**config.mk**
```make
export PLATFORM = sky130hd
export DESIGN_NAME = ram_fifo_ctrl
export DESIGN_NICKNAME = d
export VERILOG_FILES = /design/src/rtl/ram_fifo_ctrl.sv
export SDC_FILE = /design/constraint.sdc
export NUM_CORES = 1
export LEC_CHECK = 0
export BUFFER_PORTS_ARGS = -buffer_cell sky130_fd_sc_hd__buf_2
export CORE_MARGIN = 1
export CORE_UTILIZATION = 52
export CTS_CLUSTER_DIAMETER = 40
export DETAILED_ROUTE_END_ITERATION = 8
export PLACE_DENSITY = 0.9
export SLEW_MARGIN = 15
export SYNTH_ARGS = -nofsm -noshare
export SYNTH_HDL_FRONTEND = slang
export SYNTH_SLANG_ARGS = --single-unit
```
**constraint.sdc**
```tcl
create_clock -name clk -period 4.4 [get_ports clk]
set_input_delay 0.88 -clock clk [delete_from_list [all_inputs] [get_ports clk]]
set_output_delay 0.88 -clock clk [all_outputs]
set_load 0.01 [all_outputs]
```
**src/rtl/ram_fifo_ctrl.sv**
```systemverilog
// ram_fifo_ctrl: turns a 2**AW x DW dual-port RAM into a valid/ready FIFO.
// Define RAMFIFO_FLUSH_EN to add a synchronous flush input.
module ram_fifo_ctrl #(
   parameter int AW = 7,
   parameter int DW = 8
) (
   input  logic          clk,
   input  logic          rst_n,
`ifdef RAMFIFO_FLUSH_EN
   input  logic          flush,
`endif
   input  logic          wr_valid,
   output logic          wr_ready,
   input  logic [DW-1:0] wr_data,
   output logic          rd_valid,
   input  logic          rd_ready,
   output logic [DW-1:0] rd_data,
   output logic [AW-1:0] ram_wa,
   output logic [DW-1:0] ram_wd,
   output logic          ram_we,
   output logic [AW-1:0] ram_ra,
   input  logic [DW-1:0] ram_q,
   output logic [AW+1:0] level
);

   localparam logic [AW:0] LP_FULL = {1'b1, {AW{1'b0}}};

   logic [AW-1:0] r_wptr;
   logic [AW-1:0] r_rptr;
   logic [AW:0]   r_mem_cnt;
   logic          r_inflight;
   logic [1:0]    r_out_occ;
   logic [DW-1:0] r_head;
   logic [DW-1:0] r_skid;

   logic          w_flush;
   logic          w_push;
   logic          w_pop;
   logic          w_fetch;
   logic [1:0]    w_occ_nxt;
   logic [2:0]    w_pend;

`ifdef RAMFIFO_FLUSH_EN
   assign w_flush = flush;
`else
   assign w_flush = 1'b0;
`endif

   assign wr_ready  = (r_mem_cnt != LP_FULL) & ~w_flush;
   assign w_push    = wr_valid & wr_ready;
   assign rd_valid  = (r_out_occ != 2'd0);
   assign w_pop     = rd_valid & rd_ready;
   assign w_occ_nxt = r_out_occ - {1'b0, w_pop};
   assign w_pend    = {1'b0, w_occ_nxt} + {2'b00, r_inflight};
   // Keep at most two words between the output stage and the RAM pipe
   assign w_fetch   = (r_mem_cnt != '0) & (w_pend < 3'd2) & ~w_flush;

   assign ram_we  = w_push;
   assign ram_wa  = r_wptr;
   assign ram_wd  = wr_data;
   assign ram_ra  = r_rptr;
   assign rd_data = r_head;

   assign level = {1'b0, r_mem_cnt}
                + {{(AW+1){1'b0}}, r_inflight}
                + {{AW{1'b0}}, r_out_occ};

   always_ff @(posedge clk or negedge rst_n) begin
      if (!rst_n) begin
         r_wptr     <= '0;
         r_rptr     <= '0;
         r_mem_cnt  <= '0;
         r_inflight <= 1'b0;
         r_out_occ  <= 2'd0;
      end else if (w_flush) begin
         r_wptr     <= '0;
         r_rptr     <= '0;
         r_mem_cnt  <= '0;
         r_inflight <= 1'b0;
         r_out_occ  <= 2'd0;
      end else begin
         if (w_push)
            r_wptr <= r_wptr + 1'b1;
         if (w_fetch)
            r_rptr <= r_rptr + 1'b1;
         unique case ({w_push, w_fetch})
            2'b10:   r_mem_cnt <= r_mem_cnt + 1'b1;
            2'b01:   r_mem_cnt <= r_mem_cnt - 1'b1;
            default: r_mem_cnt <= r_mem_cnt;
         endcase
         r_inflight <= w_fetch;
         r_out_occ  <= w_pend[1:0];
      end
   end

   // Head is refilled from skid on pop, else from the returning RAM word
   always_ff @(posedge clk or negedge rst_n) begin
      if (!rst_n) begin
         r_head <= '0;
         r_skid <= '0;
      end else if (!w_flush) begin
         if (w_pop && (r_out_occ == 2'd2))
            r_head <= r_skid;
         else if (r_inflight && (w_occ_nxt == 2'd0))
            r_head <= ram_q;
         if (r_inflight && (w_occ_nxt == 2'd1))
            r_skid <= ram_q;
      end
   end

endmodule

```
==> impl_summary.txt, run 1 <==
----------------------------------------------------
[Route]
  Detailed router's first-iteration violation count ... 59
  Highest layer used for signal routing ... met4
  Avg WL per Cell ... 15.6 um
  Pre-antenna DRT Iters ... 4
  Via Count ... 1,695
  Per-cell via count in the routed design ... 5.56
  Met3 routed WL ... 187 um
  Number of remaining DRC errors ... 0
  Routed met2 length ... between 2000 and 2500 um
  Total routed wire length on the met1 layer ... 2000 um
  Total wirelength of the detailed-routed design ... 4750 um
  Number of nets still failing antenna checks after routing ... 0

[Setup path]
  Type of the worst setup path ... register to register
  Crit path capture type ... register
  Count of cells along the worst register-to-register path ... 15
  Kind of start point of the critical path ... register
  Endpoint required time on the critical path ... 4.59 ns
  Endpoint arrival time on the critical path ... around 4 ns
  Critical path peak fanout ... 10

[Place]
  Post-Place Setup Slack ... 0.331 ns
  Routability cong. ... 0.905
  Buffers added on ports ... 45
  Placed wire-length estimate ... 3450 um
  Cell count after placement ... 297

[Floorplan]
  Die boundary width ... between 60 and 70 um
  Core Region ... 4140 um2
  Initial core utilization ... approximately 56%
  Number of top-level pins ... 62
  Area of the die ... roughly 4700 um2
  Row count ... 23
  Die extent in y ... 68.7 um

[Hold path]
  Worst hold path stage count ... 1
  Worst Hold Class ... register to register

[STA]
  Top achievable clock speed ... 257 MHz
  Final WS setup ... 0.516 ns
  Final hold violation count ... 0
  Number of endpoints failing setup at the final stage ... 0
  Final slew viol count ... 0
  Final setup TNS ... 0 ns
  Transition time of the tightest slew-check pin ... 1.08 ns
  RSZ-0062 raised after global routing ... false
  Max-Slew Margin vs Limit ... 27.7%
  Final clock period utilization by the worst path ... about nine tenths
  Time the final worst path needs with I/O delays and setup ... 3.88 ns
  Worst Clk Skew ... 0.00889 ns

[Logic synthesis]
  Flip-flop and latch count after synthesis ... 41
  Mapped Area ... between 2000 and 2500 um2
  Count of unique library cells instantiated by Yosys ... 39
  Average size of a mapped cell ... about 11 um2
  Share of the synthesized area in compound gates (AO/OA/AOI/OAI) ... between 10 and 15%
  Multiplexer fraction of the synthesized cell area ... 8.86%
  Yosys Warn Count ... 0
  Dominant combinational cell family by area after synthesis ... simple AND/OR/NAND/NOR gates
  Fraction of the mapped netlist area in adder cells ... around 9.6%
  Share of the yosys chip area belonging to registers ... 44.3%
  Syn_nets ... around 250
  Share of synthesized cell area in and, or, nand and nor gates ... 11.7%
  Instance count of the mapped netlist ... 215
  Xor and xnor area share after synthesis ... 8.70%
  Most used flip-flop cell after synthesis ... dfrtp_1
  Number of flops mapped to enable cells by yosys ... 0
  Post-synth ARST share ... 100%

[Finish]
  Synthesis-to-finish area growth ... 14.8%
  Fill cells ... 331
  FF+latch area ... 1030 um2
  Most common cell after layout, fill and taps aside ... buf_2
  Share of final-layout standard cells stronger than drive strength 1 ... 26.7%
  Net count reported at finish ... 290
  Area taken by multi-input logic gates ... 1150 um2
  Ant diodes ... 0
  Final standard cell count with taps included and fillers excluded ... 305
  Leading cell types in the layout, fill and taps excluded ... buf_2, dfrtp_1, nand2_1, xnor2_1, ha_1

[Clock tree]
  Clock transition time at the flip-flop clock pins of the worst setup and hold paths ... 0.09 ns
  Setup fix buffers added after clock tree synthesis ... 0
  Total CTS buffers ... 5
  Worst-skew pair later-pin latency ... around 0.30 ns
  H-Tree Level Count ... 2
  Hold-fix buffers, CTS ... 0
  Maximum clock path buffer count ... 2
  PostCTS Resize Cnt ... 0
  Root Buffer Master ... clkbuf_8
  TritonCTS clock tree ... built
  CTS sink cnt ... 41

[Global routing]
  Initial antenna violation count ... 0
  GRT Util Overall ... a little over a fifth
  Wire length of the first global-routing pass ... 7270 um
  Maximum number of pins on one net before global-route repair ... 42
  Via count of the first global-routing pass ... 1,593
  Residual overflow from global routing ... 0

[Job]
  Number of violations of the max-capacitance limit ... 0

[Power and ir drop]
  Worst vdd rail ir drop ... approximately 0.00033 V
  Static power due to leakage ... 0.00135 uW
  PD cells ... just over 900 nW/um2

[Status]
  Result of the run ... finished, final reports clean

----------------------------------------------------
metrics by stage:
step                total power, uW  area [um2]  hold WS (ns)  util [%]
floorplan                      1720        2310         0.479         -
detailed placement             2090        2520         0.464      60.8
global placement               2010        2520         0.456      60.8
global route                   2660        2660         0.492      64.1
finish                         2470        2660         0.469      64.1
CTS                            2480        2660         0.475      64.1
cell type report:
| cell class | count | area share, % |
|---|---|---|
| clock buffer | 5 | 2.59 |
| clock inverter | 3 | 2.59 |
| inverter | 12 | 1.70 |
| multi-input combinational | 148 | 43.4 |
| sequential | 41 | 38.6 |
| tap | 50 | 2.36 |
| timing repair buffer | 46 | 8.76 |
cell usage after synthesis, types with 2 or more instances:
master | number | area [um2]
a211oi_1 | 3 | 22.5
a21o_1 | 3 | 22.5
a21oi_1 | 3 | 15.0
a31oi_1 | 2 | 12.5
and3_1 | 5 | 31.3
buf_4 | 8 | 60.1
clkbuf_1 | 4 | 15.0
dfrtp_1 | 41 | 1030
fa_1 | 3 | 60.1
ha_1 | 13 | 163
inv_1 | 12 | 45.0
mux2_2 | 8 | 90.1
mux2i_1 | 10 | 100
nand2_1 | 22 | 82.6
nand3_1 | 6 | 30.0
nand4_1 | 3 | 18.8
nor2_1 | 8 | 30.0
nor3_1 | 2 | 10.0
o21a_1 | 3 | 22.5
o21ai_0 | 12 | 60.1
o21bai_1 | 2 | 15.0
o31ai_1 | 2 | 15.0
or2_2 | 2 | 12.5
or4_4 | 2 | 22.5
xnor2_1 | 15 | 131
xor2_1 | 8 | 70.1
worst max-delay path, stage by stage, from the launching register on:
cell and delay (ns):
dfrtp_1 0.46, or2_2 0.33, and2_1 0.17, ha_1 0.29, inv_1 0.06, ha_1 0.18
inv_1 0.06, ha_1 0.15, o41a_1 0.19, ha_1 0.41, ha_1 0.33, a211oi_1 0.32
nor2_1 0.14, a221oi_1 0.35, xnor2_1 0.11, a32o_1 0.23
cells by family (layout without fill, tap and decap cells):
family          after synthesis  in the layout
compound gates               35             35
xor+xnor                     23             23
fa+ha+maj                    16             16
buf+inv                      26             66
flops                        41             41
mux                          19             19
simple gates                 55             55
power breakdown:
part,switching (uW),leakage (uW),internal [uW]
Sequential,189,0.000501,571
Clock,139,0.0000687,228
Combinational,734,0.000782,607
path summary, 6_finish.rpt:
check	start	endpoint	slack (ns)
worst min register to register	ram_wa[6]	ram_wa[6]	0.47
worst min-delay path	ram_wa[6]	ram_wa[6]	0.47
worst max-delay path	r_out_occ[1]	r_mem_cnt[7]	0.52
max in group asynchronous	rst_n	r_skid[1]	3.15
worst max register to register	r_out_occ[1]	r_mem_cnt[7]	0.52
min in group asynchronous	rst_n	ram_wa[2]	0.70
sequential cells by signal, indices dropped and copies added (netlist names):
register and flops:
rd_data 8, r_inflight 1, ram_wa 7, r_mem_cnt 8, r_skid 8, r_out_occ 2
ram_ra 7
routing by layer:
metal	GRT usage [%]	vias to the layer above
li1	-	816
met1	25.3	815
met2	35.7	48
met3	4.11	16
met4	11.7	0
met5	0	-
(Power assumes the default switching activity.)
==> run 2, diff against run 1 <==
- CORE_UTILIZATION: 52 -> 54
- CTS_BUF_LIST: unset -> sky130_fd_sc_hd__clkbuf_8
- PLACE_DENSITY: 0.9 -> 0.93
==> run 2 against run 1 <==
  * Register-to-register slack better by 0.11 ns
  * Sequential power is 1% lower
  * Flip-flop and latch count stayed put
  * First-iteration DRC count is 46% higher
  * Sequential share of layout area is 0.70 points higher
  * Setup slack better by 0.11 ns
  * Critical endpoint unchanged
==> impl_summary.txt, run 2 (synthesis results as in run 1) <==
----------------------------------------------------
[Status]
  Result of the run ... finished, final reports clean (unchanged)

[STA]
  Worst Clk Skew ... 0.00532 ns (was 0.00889 ns)
  Final slew viol count ... 0 (unchanged)
  Final hold violation count ... 0 (unchanged)
  Final clock period utilization by the worst path ... 85.8% (was 88.3%)
  Final hold slack ... 0.468 ns (was 0.469 ns)
  Max-Slew Margin vs Limit ... 31.9% (was 27.7%)
  Final setup TNS ... 0 ns (unchanged)
  Transition time of the tightest slew-check pin ... 1.02 ns (was 1.08 ns)
  Number of endpoints failing setup at the final stage ... 0 (unchanged)
  Time the final worst path needs with I/O delays and setup ... 3.78 ns (was 3.88 ns)
  RSZ-0062 raised after global routing ... false (unchanged)
  Top achievable clock speed ... 265 MHz (was 257 MHz)

[Finish]
  Ant diodes ... 0 (unchanged)
  Net count reported at finish ... 290 (unchanged)
  Area taken by multi-input logic gates ... 1150 um2 (unchanged)
  Cell area after layout ... 2610 um2 (was 2660 um2)
  Leading cell types in the layout, fill and taps excluded ... buf_2, dfrtp_1, nand2_1, xnor2_1, ha_1 (unchanged)
  Final standard cell count with taps included and fillers excluded ... 304 (was 305)
  Most common cell after layout, fill and taps aside ... buf_2 (unchanged)
  Share of final-layout standard cells stronger than drive strength 1 ... 26.4% (was 26.7%)
  Fill cells ... 307 (was 331)
  Synthesis-to-finish area growth ... 12.7% (was 14.8%)
  FF+latch area ... 1030 um2 (unchanged)

[Setup path]
  Largest stage delay on the critical path ... 0.45 ns (was 0.46 ns)
  Endpoint required time on the critical path ... 4.58 ns (was 4.59 ns)
  Type of the worst setup path ... register to register (unchanged)
  Endpoint arrival time on the critical path ... 3.96 ns (was 4.07 ns)
  CP most frequent cell ... ha_1 (unchanged)
  Reg2reg setup slack ... 0.62 ns (was 0.52 ns)
  Critical path peak fanout ... 10 (unchanged)
  Worst path slowest cell ... dfrtp_1 (unchanged)
  Kind of start point of the critical path ... register (unchanged)
  Crit path capture type ... register (unchanged)
  Cells along the critical path ... or2_2, and2_1, ha_1, inv_1, ha_1, inv_1, ha_1, o41a_1, ha_1, ha_1, a211oi_1, nor2_1, a221oi_1, xnor2_1, a32o_1 (unchanged)

[Place]
  Placed cell area ... 2520 um2 (unchanged)
  Buffers added on ports ... 45 (unchanged)
  Routability cong. ... 0.881 (was 0.905)
  Placed wire-length estimate ... 3360 um (was 3450 um)
  Cell count after placement ... 297 (unchanged)

[Route]
  Pre-antenna DRT Iters ... 4 (unchanged)
  Per-cell via count in the routed design ... 5.60 (was 5.56)
  Detailed router's first-iteration violation count ... 86 (was 59)
  Via Count ... 1,702 (was 1,695)
  Avg WL per Cell ... 14.7 um (was 15.6 um)
  Total wirelength of the detailed-routed design ... 4480 um (was 4750 um)
  Number of nets still failing antenna checks after routing ... 0 (unchanged)
  Number of remaining DRC errors ... 0 (unchanged)

[Clock tree]
  PostCTS Resize Cnt ... 0 (unchanged)
  Clock transition time at the flip-flop clock pins of the worst setup and hold paths ... 0.07 ns (was 0.09 ns)
  TritonCTS clock tree ... built (unchanged)
  Maximum clock path buffer count ... 2 (unchanged)
  Hold-fix buffers, CTS ... 0 (unchanged)
  CTS sink cnt ... 41 (unchanged)
  H-Tree Level Count ... 2 (unchanged)
  Worst-skew pair later-pin latency ... 0.29 ns (was 0.30 ns)
  Root Buffer Master ... clkbuf_8 (unchanged)
  Total CTS buffers ... 5 (unchanged)
  Setup fix buffers added after clock tree synthesis ... 0 (unchanged)

[Global routing]
  Residual overflow from global routing ... 0 (unchanged)
  Via count of the first global-routing pass ... 1,598 (was 1,593)
  Maximum number of pins on one net before global-route repair ... 42 (unchanged)
  Wire length of the first global-routing pass ... 7200 um (was 7270 um)
  Initial antenna violation count ... 0 (unchanged)
  GRT Util Overall ... 21.7% (was 21.2%)

[Floorplan]
  Core Region ... 4060 um2 (was 4140 um2)
  Die extent in y ... 67.5 um (was 68.7 um)
  Row count ... 23 (unchanged)
  Area of the die ... 4550 um2 (was 4720 um2)
  Number of top-level pins ... 62 (unchanged)
  Die boundary width ... 67.5 um (was 68.7 um)
  Initial core utilization ... 57.0% (was 55.9%)

[Power and ir drop]
  PD cells ... 899 nW/um2 (was 930 nW/um2)
  Static power due to leakage ... 0.00133 uW (was 0.00135 uW)
  Worst vdd rail ir drop ... 0.000323 V (was 0.000330 V)
  Sum of internal, switching and leakage power ... 2350 uW (was 2470 uW)

[Hold path]
  Worst Hold Class ... register to register (unchanged)

[Job]
  Number of violations of the max-capacitance limit ... 0 (unchanged)

----------------------------------------------------
[run 2: worst paths after layout]
| kind | to | startpoint | cells past startpoint |
|---|---|---|---|
| max in group asynchronous | r_out_occ[1] | rst_n | 1 |
| worst min-delay path | ram_ra[6] | ram_ra[6] | 1 |
| worst max register to register | r_mem_cnt[7] | r_out_occ[1] | 15 |
| worst min register to register | ram_ra[6] | ram_ra[6] | 1 |
| min in group asynchronous | rd_data[7] | rst_n | 1 |
| worst max-delay path | r_mem_cnt[7] | r_out_occ[1] | 15 |
[run 2: power breakdown]
group | leakage [uW] | internal, uW | total [uW] | switching, uW
Clock | 0.0000433 | 124 | 247 | 123
Combinational | 0.000782 | 611 | 1350 | 735
Sequential | 0.000501 | 572 | 753 | 181
Total | 0.00133 | 1310 | 2350 | 1040
[run 2: per-stage QoR]
| stage | util [%] | worst slack, ns |
|---|---|---|
| 2_1_floorplan | - | 0.776 |
| 3_3_place_gp | 62.1 | 0.629 |
| 3_5_place_dp | 62.1 | 0.497 |
| 4_1_cts | 64.3 | 0.644 |
| 5_1_grt | 64.3 | 0.350 |
| 6_report | 64.3 | 0.623 |
[run 2: area by class of cell]
class,instances,share of cell area [%]
sequential,41,39.3
timing repair buffer,46,8.92
clock buffer,6,3.17
inverter,12,1.73
clock inverter,1,0.288
tap,50,2.40
multi-input combinational,148,44.2
[run 2: worst max-delay path: cells and delay by family, from the launching register on]
family	cells	cell delay [ns]
flops	1	0.45
xor+xnor	1	0.10
fa+ha+maj	5	1.33
compound gates	4	1.05
buf+inv	2	0.10
simple gates	3	0.62
[run 2: per-layer routing]
| metal | vias up | part of all wire, % | track usage [%] |
|---|---|---|---|
| met2 | 55 | 49 | 34.7 |
| li1 | 817 | - | - |
| met5 | - | 0 | 0 |
| met1 | 819 | 43 | 26.8 |
| met3 | 11 | 5.2 | 4.56 |
| met4 | 0 | 2.3 | 12.5 |
